[src/rtl/fifo_rl_pkg.sv]
// Shared types and constants for the FIFO RL episode controller.
// Action codes, step rewards, controller state enum, reward helper.
package fifo_rl_pkg;

  localparam logic [1:0] ACT_IDLE    = 2'b00;
  localparam logic [1:0] ACT_PUSH    = 2'b01;
  localparam logic [1:0] ACT_POP     = 2'b10;
  localparam logic [1:0] ACT_PUSHPOP = 2'b11;

  localparam logic signed [7:0] REW_GOAL    = 8'sd100;
  localparam logic signed [7:0] REW_STEP    = -8'sd1;
  localparam logic signed [7:0] REW_ILLEGAL = -8'sd10;

  typedef enum logic [2:0] {
    ST_IDLE,
    ST_CLR,
    ST_RUN,
    ST_EXEC,
    ST_DONE
  } state_t;

  // Goal beats illegality: a step that hits the goal pays
  // the goal reward even if half of it was masked.
  function automatic logic signed [7:0] step_reward(
    input logic hit,
    input logic illegal
  );
    if (hit)
      return REW_GOAL;
    else if (illegal)
      return REW_ILLEGAL;
    else
      return REW_STEP;
  endfunction

endpackage

[src/rtl/fifo_action_mask.sv]
// Decodes an agent action and masks ops the FIFO cannot take.
// Ports: i_action, i_full, i_empty in; o_push, o_pop, o_illegal out.
module fifo_action_mask
  import fifo_rl_pkg::*;
(
  input  logic [1:0] i_action,
  input  logic       i_full,
  input  logic       i_empty,
  output logic       o_push,
  output logic       o_pop,
  output logic       o_illegal
);

  logic w_push_req;
  logic w_pop_req;

  always_comb begin
    w_push_req = 1'b0;
    w_pop_req  = 1'b0;
    unique case (i_action)
      ACT_IDLE: ;
      ACT_PUSH: w_push_req = 1'b1;
      ACT_POP:  w_pop_req  = 1'b1;
      ACT_PUSHPOP: begin
        w_push_req = 1'b1;
        w_pop_req  = 1'b1;
      end
    endcase
  end

  assign o_push    = w_push_req & ~i_full;
  assign o_pop     = w_pop_req & ~i_empty;
  assign o_illegal = (w_push_req & i_full)
                   | (w_pop_req & i_empty);

endmodule

[src/rtl/fifo_episode_ctrl.sv]
// Episode controller: agent actions -> masked FIFO strobes, rewards.
// Ports: clk/rst_n, start/goal_sel, action handshake, fifo ctrl/flags, reward/status.
module fifo_episode_ctrl
  import fifo_rl_pkg::*;
#(
  parameter int DEPTH     = 16,
  parameter int LOG2DEPTH = 4,
  parameter int MAX_STEPS = 64,
  parameter int STEP_W    = 7
) (
  input  logic              clk,
  input  logic              rst_n,
  input  logic              start,
  input  logic              goal_sel,
  input  logic              action_valid,
  input  logic [1:0]        action,
  output logic              action_ready,
  output logic              fifo_push,
  output logic              fifo_pop,
  output logic              fifo_rst,
  input  logic              fifo_full,
  input  logic              fifo_empty,
  input  logic              fifo_full_posedge,
  input  logic              fifo_empty_posedge,
  output logic              reward_valid,
  output logic [7:0]        reward,
  output logic [STEP_W-1:0] step_count,
  output logic              goal_hit,
  output logic              done
);

  if (DEPTH != (1 << LOG2DEPTH)) begin : g_bad_depth
    $error("DEPTH must equal 2**LOG2DEPTH");
  end
  if (MAX_STEPS >= (1 << STEP_W)) begin : g_bad_step_w
    $error("STEP_W too narrow for MAX_STEPS");
  end

  localparam logic [STEP_W-1:0] LAST_STEP =
    STEP_W'(MAX_STEPS);

  state_t            r_state;
  logic              r_goal;
  logic              r_illegal;
  logic              r_ready;
  logic              r_push;
  logic              r_pop;
  logic              r_fifo_rst;
  logic              r_rew_vld;
  logic [7:0]        r_reward;
  logic [STEP_W-1:0] r_step;
  logic              r_hit;
  logic              r_done;

  logic              w_push;
  logic              w_pop;
  logic              w_illegal;
  logic              w_hit;
  logic [STEP_W-1:0] w_step_nxt;

  fifo_action_mask u_mask (
    .i_action  (action),
    .i_full    (fifo_full),
    .i_empty   (fifo_empty),
    .o_push    (w_push),
    .o_pop     (w_pop),
    .o_illegal (w_illegal)
  );

  // Posedge indicators flag the edge on which the FIFO
  // flag rises, so they line up with the EXEC strobes.
  assign w_hit = r_goal ? fifo_empty_posedge
                        : fifo_full_posedge;

  assign w_step_nxt = r_step + 1'b1;

  always_ff @(posedge clk) begin
    if (!rst_n) begin
      r_state    <= ST_IDLE;
      r_goal     <= 1'b0;
      r_illegal  <= 1'b0;
      r_ready    <= 1'b0;
      r_push     <= 1'b0;
      r_pop      <= 1'b0;
      r_fifo_rst <= 1'b1;
      r_rew_vld  <= 1'b0;
      r_reward   <= '0;
      r_step     <= '0;
      r_hit      <= 1'b0;
      r_done     <= 1'b0;
    end else begin
      r_rew_vld <= 1'b0;
      if (start) begin
        // Restart from any state; an in-flight step is
        // dropped without a reward.
        r_state    <= ST_CLR;
        r_fifo_rst <= 1'b1;
        r_goal     <= goal_sel;
        r_step     <= '0;
        r_hit      <= 1'b0;
        r_done     <= 1'b0;
        r_ready    <= 1'b0;
        r_push     <= 1'b0;
        r_pop      <= 1'b0;
        r_illegal  <= 1'b0;
      end else begin
        unique case (r_state)
          ST_IDLE: begin
            r_fifo_rst <= 1'b0;
          end
          ST_CLR: begin
            r_fifo_rst <= 1'b0;
            r_ready    <= 1'b1;
            r_state    <= ST_RUN;
          end
          ST_RUN: begin
            if (action_valid) begin
              r_push    <= w_push;
              r_pop     <= w_pop;
              r_illegal <= w_illegal;
              r_ready   <= 1'b0;
              r_state   <= ST_EXEC;
            end
          end
          ST_EXEC: begin
            r_push    <= 1'b0;
            r_pop     <= 1'b0;
            r_rew_vld <= 1'b1;
            r_step    <= w_step_nxt;
            r_reward  <= step_reward(w_hit, r_illegal);
            if (w_hit) begin
              r_hit   <= 1'b1;
              r_done  <= 1'b1;
              r_state <= ST_DONE;
            end else if (w_step_nxt == LAST_STEP) begin
              r_done  <= 1'b1;
              r_state <= ST_DONE;
            end else begin
              r_ready <= 1'b1;
              r_state <= ST_RUN;
            end
          end
          ST_DONE: ;
          default: begin
            r_state <= ST_IDLE;
          end
        endcase
      end
    end
  end

  assign action_ready = r_ready;
  assign fifo_push    = r_push;
  assign fifo_pop     = r_pop;
  assign fifo_rst     = r_fifo_rst;
  assign reward_valid = r_rew_vld;
  assign reward       = r_reward;
  assign step_count   = r_step;
  assign goal_hit     = r_hit;
  assign done         = r_done;

endmodule

[config.mk]
export PLATFORM = sky130hd
export DESIGN_NAME = fifo_episode_ctrl
export DESIGN_NICKNAME = d
export VERILOG_FILES = /design/src/rtl/fifo_rl_pkg.sv /design/src/rtl/fifo_action_mask.sv /design/src/rtl/fifo_episode_ctrl.sv
export SDC_FILE = /design/constraint.sdc
export NUM_CORES = 1
export LEC_CHECK = 0
export ABC_AREA = 1
export CELL_PAD_IN_SITES_DETAIL_PLACEMENT = 0
export CELL_PAD_IN_SITES_GLOBAL_PLACEMENT = 1
export CORE_ASPECT_RATIO = 1.5
export CORE_MARGIN = 4
export CORE_UTILIZATION = 25
export CTS_CLUSTER_SIZE = 28
export DETAILED_ROUTE_END_ITERATION = 8
export GPL_ROUTABILITY_DRIVEN = 0
export GPL_TIMING_DRIVEN = 1
export HOLD_SLACK_MARGIN = 0.15
export PLACE_DENSITY_LB_ADDON = 0.1
export SLEW_MARGIN = 20
export SYNTH_ARGS = -nofsm -noshare
export SYNTH_HDL_FRONTEND = slang
export SYNTH_SLANG_ARGS = --single-unit
[constraint.sdc]
create_clock -name clk -period 1.15 [get_ports clk]
set_input_delay 0.345 -clock clk [delete_from_list [all_inputs] [get_ports clk]]
set_output_delay 0.345 -clock clk [all_outputs]
set_load 0.02 [all_outputs]
==> impl_metrics.tcl <==
set metrics [dict create \
    synth_area_mm2 0.00101 \
    ys_types 29 \
    whs_ns 0.452 \
    design_area_mm2 0.00179 \
    synth_compound_area_share_pct 15.0 \
    wirelength_um 2720 \
    numCtsBuffers 3 \
    tightest_slew_ns 0.241 \
    crit_path_start_kind "flip-flop" \
    final_common_cell "buf_4" \
    maxCapViolations 0 \
    dpl-instance-area_mm2 0.00163 \
    grt_max_degree 14 \
    cp-startpoint "step_count[1]" \
    arrival_ns 1.52 \
    dieWidth_um 59.8 \
    synth_seq_cells 22 \
    ant_nets 0 \
    finClkSkew_ns 0.00322 \
    leakage_nw 0.889 \
    htreeDepth 1 \
    report.final.slew_viol_count 0 \
    boundaryPins 33 \
    grt_pass1_vias 1067 \
    die_area_mm2 0.00513 \
    chipHeight_um 85.7 \
    crit_path_end "r_state[2]" \
    grt_overflow 0 \
    grt.total_usage_pct 11.9 \
    cp_top_family "simple AND/OR/NAND/NOR gates" \
    cts_sinks 22 \
    min_period_ns 1.32 \
    worstSkewPairLatency_ns 0.26 \
    clk_pin_slew_worst_paths_ns 0.08 \
    root_buffer "clkbuf_8" \
    syn-num-nets 141 \
    cp.depth 9 \
    period_share_pct 114 \
    cpPeakStageDelay_ns 0.38 \
    setup_viol 10 \
    wl_per_cell_um 11.2 \
    fin_nets 211 \
    worst_r2r_path_depth 9 \
    hold_depth 2 \
    reg2reg_slack_ns -0.17 \
    max_freq_ghz 0.760 \
    crit_type "reg2reg" \
    multiInputGateArea_um2 548 \
    required_ns 1.36 \
    fin_ws_ns -0.167 \
    yosysWarnings 0 \
    clockBufferDepth 2 \
    largest_register_ffs 7 \
    final-instance-count-excl-fill 243 \
    synth_cells 129 \
    grt_pass1_wl_um 4750 \
    avgSynthCellArea_um2 7.81 \
    seqCellArea_um2 468 \
    r2r-end "r_state[2]" \
    io_buffers 32 \
    synth-xor-area-share_pct 1.74 \
    min_path_type "reg2reg" \
    via_per_inst 4.34 \
    cp_cell_sequence "buf_4, nand3_2, o21bai_1, nand2_2, nor2_2, nand3_2, nand2_2, o21ai_1, inv_1" \
    synth-adder-area-share_pct 1.24 \
    synth.mux.area_fraction_pct 0.994 \
    initial_core_util_pct 25.7 \
    ir_drop_mv 0.582 \
    rr_startpoint "step_count[1]" \
    seq_area_frac_synth_pct 43.7 \
    layout_common_cells "buf_4 (48), inv_1 (18), nand2_1 (15), dfxtp_1 (10)" \
    rsz0062_at_grt "true" \
    dp_slack_ns -0.479 \
    area_delta_synth_final_pct 78.0 \
    failed_checks "setup timing" \
    hold_viol 0 \
    drt_first_pass_iters 4 \
    power.density_mw_per_mm2 989 \
    endpoint_kind "flip-flop" \
    dp_hpwl_um 2170 \
    drive_gt1_share_pct 54.0 \
    power.total_w 0.00177 \
    antenna_found_initial 0 \
    dp_cells 235 \
    path_max_fanout 4 \
    core_area_mm2 0.00392 \
    crit_buf_inv 2 \
    nFillCells 428 \
    drtIter0Drc 11 \
    drc 0 \
    cts_tree "built" \
    num_vias 1054 \
    synth_top_family_by_area "simple AND/OR/NAND/NOR gates" \
    relSlewSlack_pct 83.9 \
    cp_slowest_cell "dfxtp_4" \
    status "complete, but fails checks" \
    rows 28 \
    synth-simple-area-share_pct 24.3 \
    antenna_cells 0 \
]
-- layout make-up --
class | instances | share of cell area, %
clock buffer | 3 | 2.30
tap | 45 | 3.14
timing repair buffer | 70 | 31.1
inverter | 24 | 5.16
clock inverter | 1 | 1.67
sequential | 22 | 26.1
multi-input combinational | 78 | 30.6
-- worst reg2reg max path: stages (launching register included) --
cell	delay, ns
dfxtp_4	0.38
buf_4	0.12
nand3_2	0.10
o21bai_1	0.17
nand2_2	0.08
nor2_2	0.11
nand3_2	0.10
nand2_2	0.10
o21ai_1	0.06
inv_1	0.05
-- metal layers --
| layer | GRT usage [%] | vias to the layer above | share of wire [%] |
|---|---|---|---|
| met3 | 2.26 | 2 | 5.1 |
| met1 | 13.0 | 482 | 39 |
| met2 | 22.0 | 24 | 55 |
| met5 | 0 | - | 0 |
| li1 | - | 546 | - |
| met4 | 3.63 | 0 | 0.92 |
-- synthesized netlist by cell type, drive strengths merged --
cell	count	area (um2)
nand3	9	45.0
nand2	21	81.3
o21ai	12	60.1
inv	24	92.6
a21oi	5	25.0
or2	1	6.26
buf	5	37.5
o211a	2	20.0
ha	1	12.5
o21bai	1	7.51
dfxtp	22	440
a221oi	1	8.76
nor2	16	101
mux2i	1	10.0
nand4	1	6.26
xnor2	1	8.76
nor3	1	5.00
xor2	1	8.76
a2bb2oi	1	8.76
o22ai	1	6.26
a31oi	1	6.26
a22o	1	8.76
-- stage by stage --
step	TNS, ns	utilization [%]
after floorplan	-0.483	-
after global placement	-10.57	41.5
after detailed placement	-11.01	41.5
after CTS	-1.53	43.0
after global routing	-2.44	45.7
final	-1.12	45.7
-- cells by family after synthesis --
| logic type | count (synthesis) |
|---|---|
| AO/OA/AOI/OAI | 25 |
| XOR/XNOR | 2 |
| adder cells (fa/ha/maj) | 1 |
| buffers and inverters | 29 |
| flip-flops | 22 |
| multiplexers | 1 |
| AND/OR/NAND/NOR | 49 |
-- what timing repair did --
item	CTS	global route
setup buffers	3	1
pin swaps	19	7
setup endpoints to repair	40	27
gates resized for setup	119	30
hold buffers	0	0
-- how the worst min path moves through the flow --
| stage | start | to | slack [ns] |
|---|---|---|---|
| 6_report | action_ready | action_ready | 0.45 |
| 4_1_cts | action_ready | action_ready | 0.46 |
| 5_1_grt | rst_n | reward[6] | 0.47 |
| 3_3_place_gp | action_ready | action_ready | 0.44 |
| 3_5_place_dp | action_ready | action_ready | 0.44 |
| 2_1_floorplan | rst_n | reward[6] | 0.46 |
-- power by group --
part           internal, W  switching, W
clock             0.000465      0.000255
sequential        0.000781     0.0000225
combinational     0.000132      0.000119
total              0.00138      0.000396
No activity file was read; power rests on OpenSTA's default activity.
==> RTL change (same settings) <==
`STEP_W`: 7 -> 8.
--- a/src/rtl/fifo_episode_ctrl.sv
+++ b/src/rtl/fifo_episode_ctrl.sv
@@ -7,5 +7,5 @@
   parameter int LOG2DEPTH = 4,
   parameter int MAX_STEPS = 64,
-  parameter int STEP_W    = 7
+  parameter int STEP_W    = 8
 ) (
   input  logic              clk,
Interface: changed (resized step_count); port bits go from 33 to 34. No check against the original RTL was run, so the function may have changed too.
==> RTL change against the unedited design <==
The run still ends with negative setup slack left. Setup slack lost 0.053 ns. Critical path depth down 1. Combinational power decreased by 3%. Power down 10%. Synthesized cell count increased by 13%. Routed wire length is 14% higher. Clock skew rose by 0.0034 ns. Area after synthesis rose by 6.0%. Count of clock-buffer cells in the layout is the same. Sequential cell count rose by 1. Core utilization decreased by 0.60 points. Cell area increased by 1.3%.
==> RTL change: results (changes against the unedited design) <==
Logic synthesis:
- The total nets after synthesis came to 158 (was 141).
- The share of the synthesized area in compound gates (AO/OA/AOI/OAI) is 0.137 (was 0.150).
- The sequential area share after synthesis is 0.431 (was 0.437).
- Cells taking the most area after synthesis: sky130_fd_sc_hd__dfxtp_1 43%, sky130_fd_sc_hd__nand2_1 12%, sky130_fd_sc_hd__inv_1 7.7%, sky130_fd_sc_hd__o21ai_0 5.6%, sky130_fd_sc_hd__nor2_4 5.3% (was sky130_fd_sc_hd__dfxtp_1 44%, sky130_fd_sc_hd__inv_1 7.8%, sky130_fd_sc_hd__nand2_1 7.5%, sky130_fd_sc_hd__o21ai_0 5.0%, sky130_fd_sc_hd__nand3_1 4.5%).
- List of most frequent post-synthesis cells: 33 x sky130_fd_sc_hd__nand2_1, 23 x sky130_fd_sc_hd__dfxtp_1, 22 x sky130_fd_sc_hd__inv_1, 12 x sky130_fd_sc_hd__o21ai_0, 11 x sky130_fd_sc_hd__nor2_1 (was 22 x sky130_fd_sc_hd__dfxtp_1, 21 x sky130_fd_sc_hd__inv_1, 20 x sky130_fd_sc_hd__nand2_1, 11 x sky130_fd_sc_hd__nor2_1, 10 x sky130_fd_sc_hd__o21ai_0).
- The mux cell area share after synthesis is 0 (was 0.00994).

Place:
- The count of input and output buffers is 33 (was 32).
- The estimated wirelength of the detail-placed design is 2360 um (was 2170 um).

GRT:
- The all-layer global routing usage came to 0.118 (was 0.119).
- The number of global-route vias before repair is 1083 (was 1067).

Status:
- Result of the run: complete, but fails checks (unchanged).
- Violated checks: negative setup slack (unchanged).

Finish:
- The multi-input gate area in the final layout came to 549 sq um (was 548 sq um).
- The number of flip-flops in the largest register is 8 (was 7).

Detailed routing:
- The number of vias per cell after detailed routing is 4.45 (was 4.34).
- The wire length per cell after detailed routing is 12.1 um (was 11.2 um).
- The initial detailed-routing violation count came to 28 (was 11).

Pwr:
- The total leakage power came to 0.839 nW (was 0.889 nW).
- The maximum vdd ir drop was 0.863 mV (was 0.582 mV).

STA:
- The worst-margin pin slew is 0.202 ns (was 0.241 ns).
- The smallest setup slack after layout is -0.220 ns (was -0.167 ns).
- The final number of setup-violating endpoints was 8 (was 10).
- The final setup skew was 0.00662 ns (was 0.00322 ns).

Worst setup path:
- The start of the worst register-to-register path was step_count[0] (was step_count[1]).
- The critical-path maximum fanout is 5 (was 4).
==> RTL change: cell count changes in the layout (fill, tap and decap cells not counted), sizes merged, moves of 2 or more <==
cell	before	now
a21oi	5	8
buf	59	57
clkdlybuf4s50	6	8
dlygate4sd2	5	2
inv	24	26
nand2	21	34
nand4	1	3
o211a	2	0
or2	1	3
==> RTL change: final cells by class <==
class / instances / area share
Clock buffer: 3 / 0.0227
Clock inverter: 1 / 0.00275
Multi-Input combinational cell: 92 / 0.302
Timing Repair Buffer: 67 / 0.313
Tap cell: 45 / 0.0310
Inverter: 26 / 0.0551
Sequential cell: 23 / 0.273
==> RTL change: path summary, 6_finish.rpt <==
check / to / slack [ns] / cells after the start
max: r_state[1] / -0.22 / 8
min: action_ready / 0.45 / 2
max reg2reg: r_state[1] / -0.22 / 8
min reg2reg: action_ready / 0.45 / 2
==> RTL change: through the flow <==
step	TNS [ns]	total power, mW	cells
floorplan	-0.429	0.947	146
global placement	-11.21	1.08	248
detailed placement	-11.54	1.08	248
CTS	-1.15	1.58	253
global route	-2.17	1.68	257
finish	-1.18	1.59	257
==> RTL change: worst max-delay path, stage by stage, from the launching register on <==
cell	delay, ns
sky130_fd_sc_hd__dfxtp_4	0.39
sky130_fd_sc_hd__ha_4	0.17
sky130_fd_sc_hd__nand3_2	0.09
sky130_fd_sc_hd__o21bai_1	0.12
sky130_fd_sc_hd__nand2_1	0.07
sky130_fd_sc_hd__nor2_1	0.10
sky130_fd_sc_hd__nand4_1	0.12
sky130_fd_sc_hd__nand3_1	0.13
sky130_fd_sc_hd__a21oi_1	0.07
==> RTL change: report_power, final <==
part / switching, mW / internal (mW)
clock: 0.264 / 0.242
sequential: 0.0294 / 0.808
combinational: 0.111 / 0.133
total: 0.405 / 1.18
==> RTL change: per-layer routing <==
metal  GRT usage  wire, um
met2       0.208      1720
met3      0.0147        99
met1       0.144      1250
met5           0         0
met4      0.0405        31
==> RTL change: cells by family after synthesis <==
family / Yosys count
buf+inv: 31
compound gates: 26
flops: 23
fa+ha+maj: 1
simple gates: 65
==> RTL change: repair_timing <==
item / CTS / global route
pin swaps: 3 / 12
endpoints found under the setup margin: 42 / 33
buffers inserted: 1 / 4
gates resized for setup: 111 / 51
